## config.mk

```make
export PLATFORM = sky130hd
export DESIGN_NAME = fp_add_normalizer
export DESIGN_NICKNAME = d
export VERILOG_FILES = /design/src/rtl/fp_add_normalizer.sv
export SDC_FILE = /design/constraint.sdc
export NUM_CORES = 1
export LEC_CHECK = 0
export CAP_MARGIN = 25
export CORE_UTILIZATION = 43
export CTS_CLUSTER_DIAMETER = 50
export DETAILED_ROUTE_END_ITERATION = 6
export PLACE_DENSITY = 0.83
export SLEW_MARGIN = 40
export SYNTH_ARGS = -nofsm -noshare
export SYNTH_HDL_FRONTEND = slang
export SYNTH_SLANG_ARGS = --single-unit
```

## constraint.sdc

```tcl
create_clock -name clk -period 1.7 [get_ports clk]
set_input_delay 0.425 -clock clk [delete_from_list [all_inputs] [get_ports clk]]
set_output_delay 0.425 -clock clk [all_outputs]
set_load 0.01 [all_outputs]
```

## src/rtl/fp_add_normalizer.sv

```systemverilog
// Post-adder normalization stage: takes the carry+mantissa sum from the add/sub
// stage and produces a normalized mantissa, adjusted exponent and status flags.
module fp_add_normalizer #(
  parameter int MANT_W = 16,
  parameter int EXP_W  = 8
) (
  input  logic              clk,
  input  logic              rst_n,
  input  logic              in_valid,
  output logic              in_ready,
  input  logic [MANT_W:0]   in_sum,
  input  logic [EXP_W-1:0]  in_exp,
  input  logic              in_sign,
  output logic              out_valid,
  input  logic              out_ready,
  output logic [MANT_W-1:0] out_mant,
  output logic [EXP_W-1:0]  out_exp,
  output logic              out_sign,
  output logic              out_zero,
  output logic              out_ovf,
  output logic              out_unf,
  output logic [1:0]        dbg_state
);

  // Handshakes: a transfer happens on a rising edge where valid and ready are
  // both high; valid-side data is held stable until that edge.
  typedef enum logic [1:0] {S_IDLE = 2'd0, S_SHIFT = 2'd1, S_DONE = 2'd2} state_t;

  localparam logic [EXP_W-1:0] EXP_ONE    = EXP_W'(1);
  localparam logic [EXP_W-1:0] EXP_ALL1   = '1;
  localparam logic [EXP_W-1:0] EXP_OVF_TH = EXP_ALL1 - EXP_ONE;

  state_t              r_state, w_state_nxt;
  logic [MANT_W-1:0]   r_mant, w_mant_nxt;
  logic [EXP_W-1:0]    r_exp, w_exp_nxt;
  logic                r_sign, w_sign_nxt;
  logic                r_zero, w_zero_nxt;
  logic                r_ovf, w_ovf_nxt;
  logic                r_unf, w_unf_nxt;

  always_ff @(posedge clk or negedge rst_n) begin
    if (!rst_n) begin
      r_state <= S_IDLE;
      r_mant  <= '0;
      r_exp   <= '0;
      r_sign  <= 1'b0;
      r_zero  <= 1'b0;
      r_ovf   <= 1'b0;
      r_unf   <= 1'b0;
    end else begin
      r_state <= w_state_nxt;
      r_mant  <= w_mant_nxt;
      r_exp   <= w_exp_nxt;
      r_sign  <= w_sign_nxt;
      r_zero  <= w_zero_nxt;
      r_ovf   <= w_ovf_nxt;
      r_unf   <= w_unf_nxt;
    end
  end

  always_comb begin
    w_state_nxt = r_state;
    w_mant_nxt  = r_mant;
    w_exp_nxt   = r_exp;
    w_sign_nxt  = r_sign;
    w_zero_nxt  = r_zero;
    w_ovf_nxt   = r_ovf;
    w_unf_nxt   = r_unf;
    case (r_state)
      S_IDLE: begin
        if (in_valid) begin
          w_zero_nxt = 1'b0;
          w_ovf_nxt  = 1'b0;
          w_unf_nxt  = 1'b0;
          w_sign_nxt = in_sign;
          if (in_sum == '0) begin
            w_mant_nxt  = '0;
            w_exp_nxt   = '0;
            w_sign_nxt  = 1'b0;
            w_zero_nxt  = 1'b1;
            w_state_nxt = S_DONE;
          end else if (in_sum[MANT_W]) begin
            // Carry-out: shift right by one, dropping the LSB.
            if (in_exp >= EXP_OVF_TH) begin
              w_mant_nxt = '0;
              w_exp_nxt  = EXP_ALL1;
              w_ovf_nxt  = 1'b1;
            end else begin
              w_mant_nxt = in_sum[MANT_W:1];
              w_exp_nxt  = in_exp + EXP_ONE;
            end
            w_state_nxt = S_DONE;
          end else if (in_sum[MANT_W-1]) begin
            w_mant_nxt  = in_sum[MANT_W-1:0];
            w_exp_nxt   = in_exp;
            w_state_nxt = S_DONE;
          end else if (in_exp <= EXP_ONE) begin
            w_mant_nxt  = in_sum[MANT_W-1:0];
            w_exp_nxt   = '0;
            w_unf_nxt   = 1'b1;
            w_state_nxt = S_DONE;
          end else begin
            w_mant_nxt  = in_sum[MANT_W-1:0];
            w_exp_nxt   = in_exp;
            w_state_nxt = S_SHIFT;
          end
        end
      end
      S_SHIFT: begin
        // Exponent 1 is the floor: stop shifting and report a denormal.
        if (r_exp == EXP_ONE) begin
          w_exp_nxt   = '0;
          w_unf_nxt   = 1'b1;
          w_state_nxt = S_DONE;
        end else begin
          w_mant_nxt = {r_mant[MANT_W-2:0], 1'b0};
          w_exp_nxt  = r_exp - EXP_ONE;
          if (r_mant[MANT_W-2]) begin
            w_state_nxt = S_DONE;
          end
        end
      end
      S_DONE: begin
        if (out_ready) begin
          w_state_nxt = S_IDLE;
        end
      end
      default: begin
        w_state_nxt = S_IDLE;
      end
    endcase
  end

  assign in_ready  = (r_state == S_IDLE);
  assign out_valid = (r_state == S_DONE);
  assign out_mant  = r_mant;
  assign out_exp   = r_exp;
  assign out_sign  = r_sign;
  assign out_zero  = r_zero;
  assign out_ovf   = r_ovf;
  assign out_unf   = r_unf;
  assign dbg_state = r_state;

endmodule

```

==> impl_metrics.yaml, run 1 <==
outcome:
  outcome: "finished with violations"
  violations: "negative setup slack"
global_routing:
  track_usage: 0.274
  grt_pass1_wl_mm: 11.0
  grt_max_degree: 31
  grt_pass1_vias: 2329
  grt-ovfl-total: 0
  antenna_found_initial: 0
synthesis:
  synthArstFlopShare: 1.00
  synth_area_leader_cell: "dfrtp_1"
  seq_area_frac_synth: 0.360
  synth_common_cells: "nand2_1, dfrtp_1, o21ai_0, nor2_1, a21oi_1"
  syn_area_um2: 2090
  synth_nets: 302
  synthTopCellsByArea: "dfrtp_1, nand2_1, nor2b_1, o21ai_0, a21oi_1"
  netlist_instances: 266
  ys.flop_type: "dfrtp_1"
  yosys_warnings: 0
  synth_edf_count: 0
  yosysTopAreaCellShare: 0.360
  ys_seq_elements: 30
  synth_most_common_cell: "nand2_1"
  yosysUniqueCellTypes: 46
  synth.avg_cell_area_um2: 7.85
clock_network:
  clockBufferDepth: 2
  clk_pin_slew_ns: 0.07
  cts_max_level: 2
  cts_hold_buf: 0
  clk_latency_ns: 0.29
  cts_tree: "yes"
  clock-sinks: 30
  cts_buffers: 5
  root_buffer: "clkbuf_8"
setup_path:
  worstReg2RegStart: "dbg_state[1]"
  cp-startpoint: "in_exp[3]"
  arrival_ns: 1.94
  worst_r2r_path_depth: 5
  critPathKind: "in -> reg"
  required_ns: 1.91
  startpoint_type: "input port"
  path_max_fanout: 5
  critPathCaptureType: "flop"
sta:
  fmax_ghz: 0.579
  fin_crit_ns: 1.73
  finalSetupViolCount: 5
  whs_ns: 0.512
  rsz0062_at_grt: "yes"
  hold_viol: 0
  tightest_slew_ns: 0.446
  fin_worst_skew_ns: 0.00872
  relSlewSlack: 0.703
  fin_tns_setup_ns: -0.0805
  finalCritPeriodShare: 1.02
  finalMaxSlewViolations: 0
  layout_setup_ws_ns: -0.0278
pwr:
  leakage_nw: 1.56
  worst_ir_drop_vdd_uv: 786
  powerDensity_nw_per_um2: 1390
floorplanning:
  fp.dieW_um: 71.7
  die_y_um: 71.7
  die_area_um2: 5140
  start_util: 0.463
  core_um2: 4500
  io_pins: 62
  rows: 24
placed_design:
  routabilityCongestion: 0.950
  io_buffer_count: 61
  place_hpwl_mm: 4.82
  pre_cts_ws_ns: -0.516
  placed_area_um2: 3110
layout:
  nets: 417
  finish.utilization: 0.772
  diodes: 0
  area_growth_pct: 66.7
  fillers: 272
  fin_area_um2: 3480
  drive_above_1_share: 0.259
  register_area_um2: 756
  multi_input_area_um2: 1380
route:
  ant_nets: 0
  num_vias: 2670
  routedWlPerCell_um: 17.6
  wirelength_mm: 7.64
  first_pass_iters: 5
  via_per_inst: 6.15
  drt-initial-drc-count: 293
  drc_errors: 0
worst_hold_path:
  hp-class: "reg -> reg"
  hold_path_startpoint: "out_mant[15]"
  worstHoldPathCells: 1
flow_run:
  maxCapViolations: 0
-- placed cells by master (no fill, tap or decap), drive strengths merged, types with 3 or more instances in the layout --
| cell | netlist | layout |
|---|---|---|
| buf | 8 | 59 |
| nor3 | 3 | 3 |
| a31oi | 16 | 16 |
| o211ai | 5 | 5 |
| clkdlybuf4s50 | 0 | 34 |
| dfrtp | 30 | 30 |
| o311ai | 3 | 3 |
| clkbuf | 6 | 10 |
| nand2 | 40 | 40 |
| nor2b | 20 | 20 |
| dlygate4sd2 | 0 | 14 |
| nor2 | 24 | 24 |
| dlymetal6s2s | 0 | 11 |
| nor4 | 4 | 4 |
| o22ai | 4 | 4 |
| ha | 6 | 6 |
| a21oi | 21 | 21 |
| nand4 | 5 | 5 |
| inv | 10 | 10 |
| o21ai | 26 | 26 |
| o31ai | 4 | 4 |
| o2111ai | 3 | 3 |
-- layer usage --
layer / up-vias / wire, µm / part of all wire / GRT usage
met5: - / 0 / 0 / 0
met4: 0 / 167 / 0.022 / 0.0980
met3: 32 / 582 / 0.076 / 0.0380
met2: 165 / 3740 / 0.49 / 0.457
met1: 1271 / 3150 / 0.41 / 0.364
li1: 1202 / - / - / -
-- metrics by stage --
step | std cells | power, mW
2_1_floorplan | 266 | 2.38
3_3_place_gp | 414 | 3.70
3_5_place_dp | 414 | 3.77
4_1_cts | 429 | 4.45
5_1_grt | 434 | 5.12
6_report | 434 | 4.82
-- final timing paths --
path	end	slack [ns]
max in group asynchronous	out_exp[6]	0.87
worst min-delay path	out_mant[15]	0.51
worst min register to register	out_mant[15]	0.51
worst max-delay path	out_unf	-0.03
worst max register to register	out_exp[2]	-0.02
min in group asynchronous	out_zero	0.52
-- power breakdown --
part           leakage, nW  internal [mW]  switching [mW]
Sequential           0.351           1.04           0.286
Clock               0.0482          0.326           0.285
Combinational         1.16           1.52            1.37
Total                 1.56           2.89            1.94
-- worst max-delay path, cell delays in order --
cell	delay (ns)
clkdlybuf4s50_1	0.47
buf_4	0.19
nor2_1	0.12
o211ai_1	0.20
or3_1	0.38
o22ai_2	0.15
-- timing repair --
| action | CTS | global route |
|---|---|---|
| pin swaps | 8 | 10 |
| resized for setup | 26 | 38 |
| setup endpoints to repair | 39 | 34 |
| cloned | 0 | 2 |
| buffers inserted | 7 | 4 |
-- area by class of cell --
class	instances	area share
clock buffers	7	0.0248
clock inverters	1	0.00144
well taps	52	0.0187
multi-input cells	212	0.395
inverters	10	0.0108
flip-flops and latches	30	0.217
repair buffers	122	0.332
-- sequential cells by signal, summed over array words and instances (netlist names) --
signal     count
out_zero       1
out_ovf        1
out_sign       1
out_unf        1
dbg_state      2
out_mant      16
out_exp        8
-- cell families (layout without fill, tap and decap cells) --
logic type,Yosys count,count (layout),share of synthesized area
AOI/OAI and AO/OA,94,94,0.283
xor gates and xnor gates,2,2,0.00839
adders and majority gates,6,6,0.0360
buffers and inverters,24,140,0.0480
DFF,30,30,0.360
muxes,2,2,0.0102
and+or+nand+nor,108,108,0.255
(Power assumes the default switching activity.)
==> inputs of run 2 (changes only) <==
==> constraint.sdc (replaced) <==
create_clock -name clk -period 1.7 [get_ports clk]
set_input_delay 0.34 -clock clk [delete_from_list [all_inputs] [get_ports clk]]
set_output_delay 0.34 -clock clk [all_outputs]
set_load 0.01 [all_outputs]
==> impl_metrics.yaml, run 2 (synthesis results as in run 1) <==
clock_network:
  clk_latency_ns: 0.29
  cts_hold_buf: 0
  cts_max_level: 2
  clock-sinks: 30
  clockBufferDepth: 2
  cts_buffers: 5
  root_buffer: "clkbuf_8"
  cts_tree: "yes"
  clk_pin_slew_ns: 0.07
pwr:
  fin_total_pwr_mw: 4.84
  p_seq_frac: 0.286
  sw_frac_of_total: 0.398
  pwr-share-comb: 0.585
  p_clk_frac: 0.129
  powerDensity_nw_per_um2: 1390
  intPower_mw: 2.92
  leakage_nw: 1.54
  power_switching_mw: 1.93
  worst_ir_drop_vdd_uv: 685
sta:
  tightest_slew_ns: 0.396
  fin_worst_skew_ns: 0.00636
  fmax_ghz: 0.601
  relSlewSlack: 0.736
  finalSetupViolCount: 0
  hold_viol: 0
  finalMaxSlewViolations: 0
  layout_setup_ws_ns: 0.0354
  fin_crit_ns: 1.66
  rsz0062_at_grt: "yes"
  finalCritPeriodShare: 0.979
floorplanning:
  core_um2: 4500
  die_y_um: 71.7
  start_util: 0.463
  die_area_um2: 5140
  rows: 24
  io_pins: 62
  fp.dieW_um: 71.7
route:
  ant_nets: 0
  routedWlPerCell_um: 17.3
  first_pass_iters: 5
  num_vias: 2681
  drc_errors: 0
  wirelength_mm: 7.54
  drt-initial-drc-count: 344
  via_per_inst: 6.16
global_routing:
  track_usage: 0.271
  grt.busiest_layer: "met2"
  met1_usage: 0.346
  grt_pass1_wl_mm: 10.9
  grt-ovfl-total: 0
  grt_max_degree: 31
  grt_pass1_vias: 2385
  grt.met3_usage: 0.0338
  met2_usage: 0.457
  antenna_found_initial: 0
layout:
  mostFrequentLayoutCells: "buf_4, clkdlybuf4s50_1, nand2_1"
  largest_reg_flops: 16
  area_growth_pct: 67.3
  fillers: 282
  mostFrequentLayoutCell: "buf_4"
  nets: 418
  drive_above_1_share: 0.266
  diodes: 0
placed_design:
  io_buffer_count: 61
  place_hpwl_mm: 4.97
  pre_cts_ws_ns: -0.407
  routabilityCongestion: 0.902
setup_path:
  critPathCaptureType: "flop"
  worst_r2r_path_depth: 7
  path_max_fanout: 5
  startpoint_type: "flop"
  critPathKind: "reg -> reg"
  arrival_ns: 1.83
  required_ns: 1.86
worst_hold_path:
  hp-class: "in -> async"
outcome:
  outcome: "finished clean"
flow_run:
  maxCapViolations: 0
## run 2: changes by cell type in the layout (fill, tap and decap cells not counted), moves of 2 or more
cell	previous run	this run
a21oi_1	21	19
a21oi_2	0	2
buf_4	54	56
clkdlybuf4s50_1	34	44
dlygate4sd2_1	14	6
nor2_2	3	5
o21ai_0	22	19
o21ai_1	3	6
## run 2: cell type report
class | count | area, µm² | area share
clock buffer | 6 | 82.6 | 0.0236
clock inverter | 2 | 12.5 | 0.00358
inverter | 10 | 37.5 | 0.0107
timing repair buffer | 123 | 1170 | 0.336
multi-input combinational | 212 | 1370 | 0.391
sequential | 30 | 757 | 0.217
tap | 52 | 65.1 | 0.0186
## run 2: metal layers
layer / part of all wire / wire, µm / vias up
li1: - / - / 1197
met1: 0.40 / 3010 / 1276
met2: 0.49 / 3710 / 175
met3: 0.080 / 603 / 33
met4: 0.029 / 216 / 0
met5: 0 / 0 / -
## run 2: worst paths after layout
check	end	slack [ns]	startpoint
max in group asynchronous	out_exp[4]	0.96	rst_n
min in group clk	out_mant[15]	0.51	out_mant[15]
worst max-delay path	out_exp[4]	0.04	out_exp[0]
worst min-delay path	out_exp[1]	0.43	rst_n
worst min register to register	out_mant[15]	0.51	out_mant[15]
worst max register to register	out_exp[4]	0.04	out_exp[0]
## run 2: through the flow
stage | utilization | hold WS [ns] | cell area [µm²] | TNS (ns) | std cells
after floorplan | - | 0.0444 | 2090 | 0 | 266
after global routing | 0.775 | 0.494 | 3490 | -0.156 | 435
after detailed placement | 0.693 | 0.475 | 3120 | -9.59 | 417
after CTS | 0.727 | 0.460 | 3280 | 0 | 429
final | 0.775 | 0.433 | 3490 | 0 | 435
after global placement | 0.693 | 0.472 | 3120 | -7.81 | 417
## run 2: what timing repair did
item,4_1_cts,5_1_grt
gates cloned,0,2
pin swaps,8,15
setup buffers,4,4
gates resized for setup,18,36
endpoints found under the setup margin,30,31
## run 2: critical path, cell delays in order (launching register included)
cell and delay, ns:
dfrtp_1 0.42, buf_4 0.17, inv_1 0.06, ha_1 0.16, nor2b_1 0.31, nand3b_1 0.16, o211ai_1 0.13, o311ai_1 0.13
## run 2: power groups by stage
stage	Combinational, mW	Sequential [mW]	Clock (mW)
2_1_floorplan	0.915	1.47	0
3_3_place_gp	2.36	1.34	0
3_5_place_dp	2.42	1.35	0
4_1_cts	2.52	1.32	0.619
5_1_grt	3.03	1.42	0.663
6_report	2.83	1.39	0.625
==> inputs of run 3 (changes only) <==
--- a/config.mk
+++ b/config.mk
@@ -10,7 +10,7 @@
 export CTS_CLUSTER_DIAMETER = 50
 export DETAILED_ROUTE_END_ITERATION = 6
 export PLACE_DENSITY = 0.83
-export SLEW_MARGIN = 40
+export SLEW_MARGIN = 30
 export SYNTH_ARGS = -nofsm -noshare
 export SYNTH_HDL_FRONTEND = slang
 export SYNTH_SLANG_ARGS = --single-unit
==> results of run 3 <==
No change in the layout: final DEF, timing and power equal those of run 2.
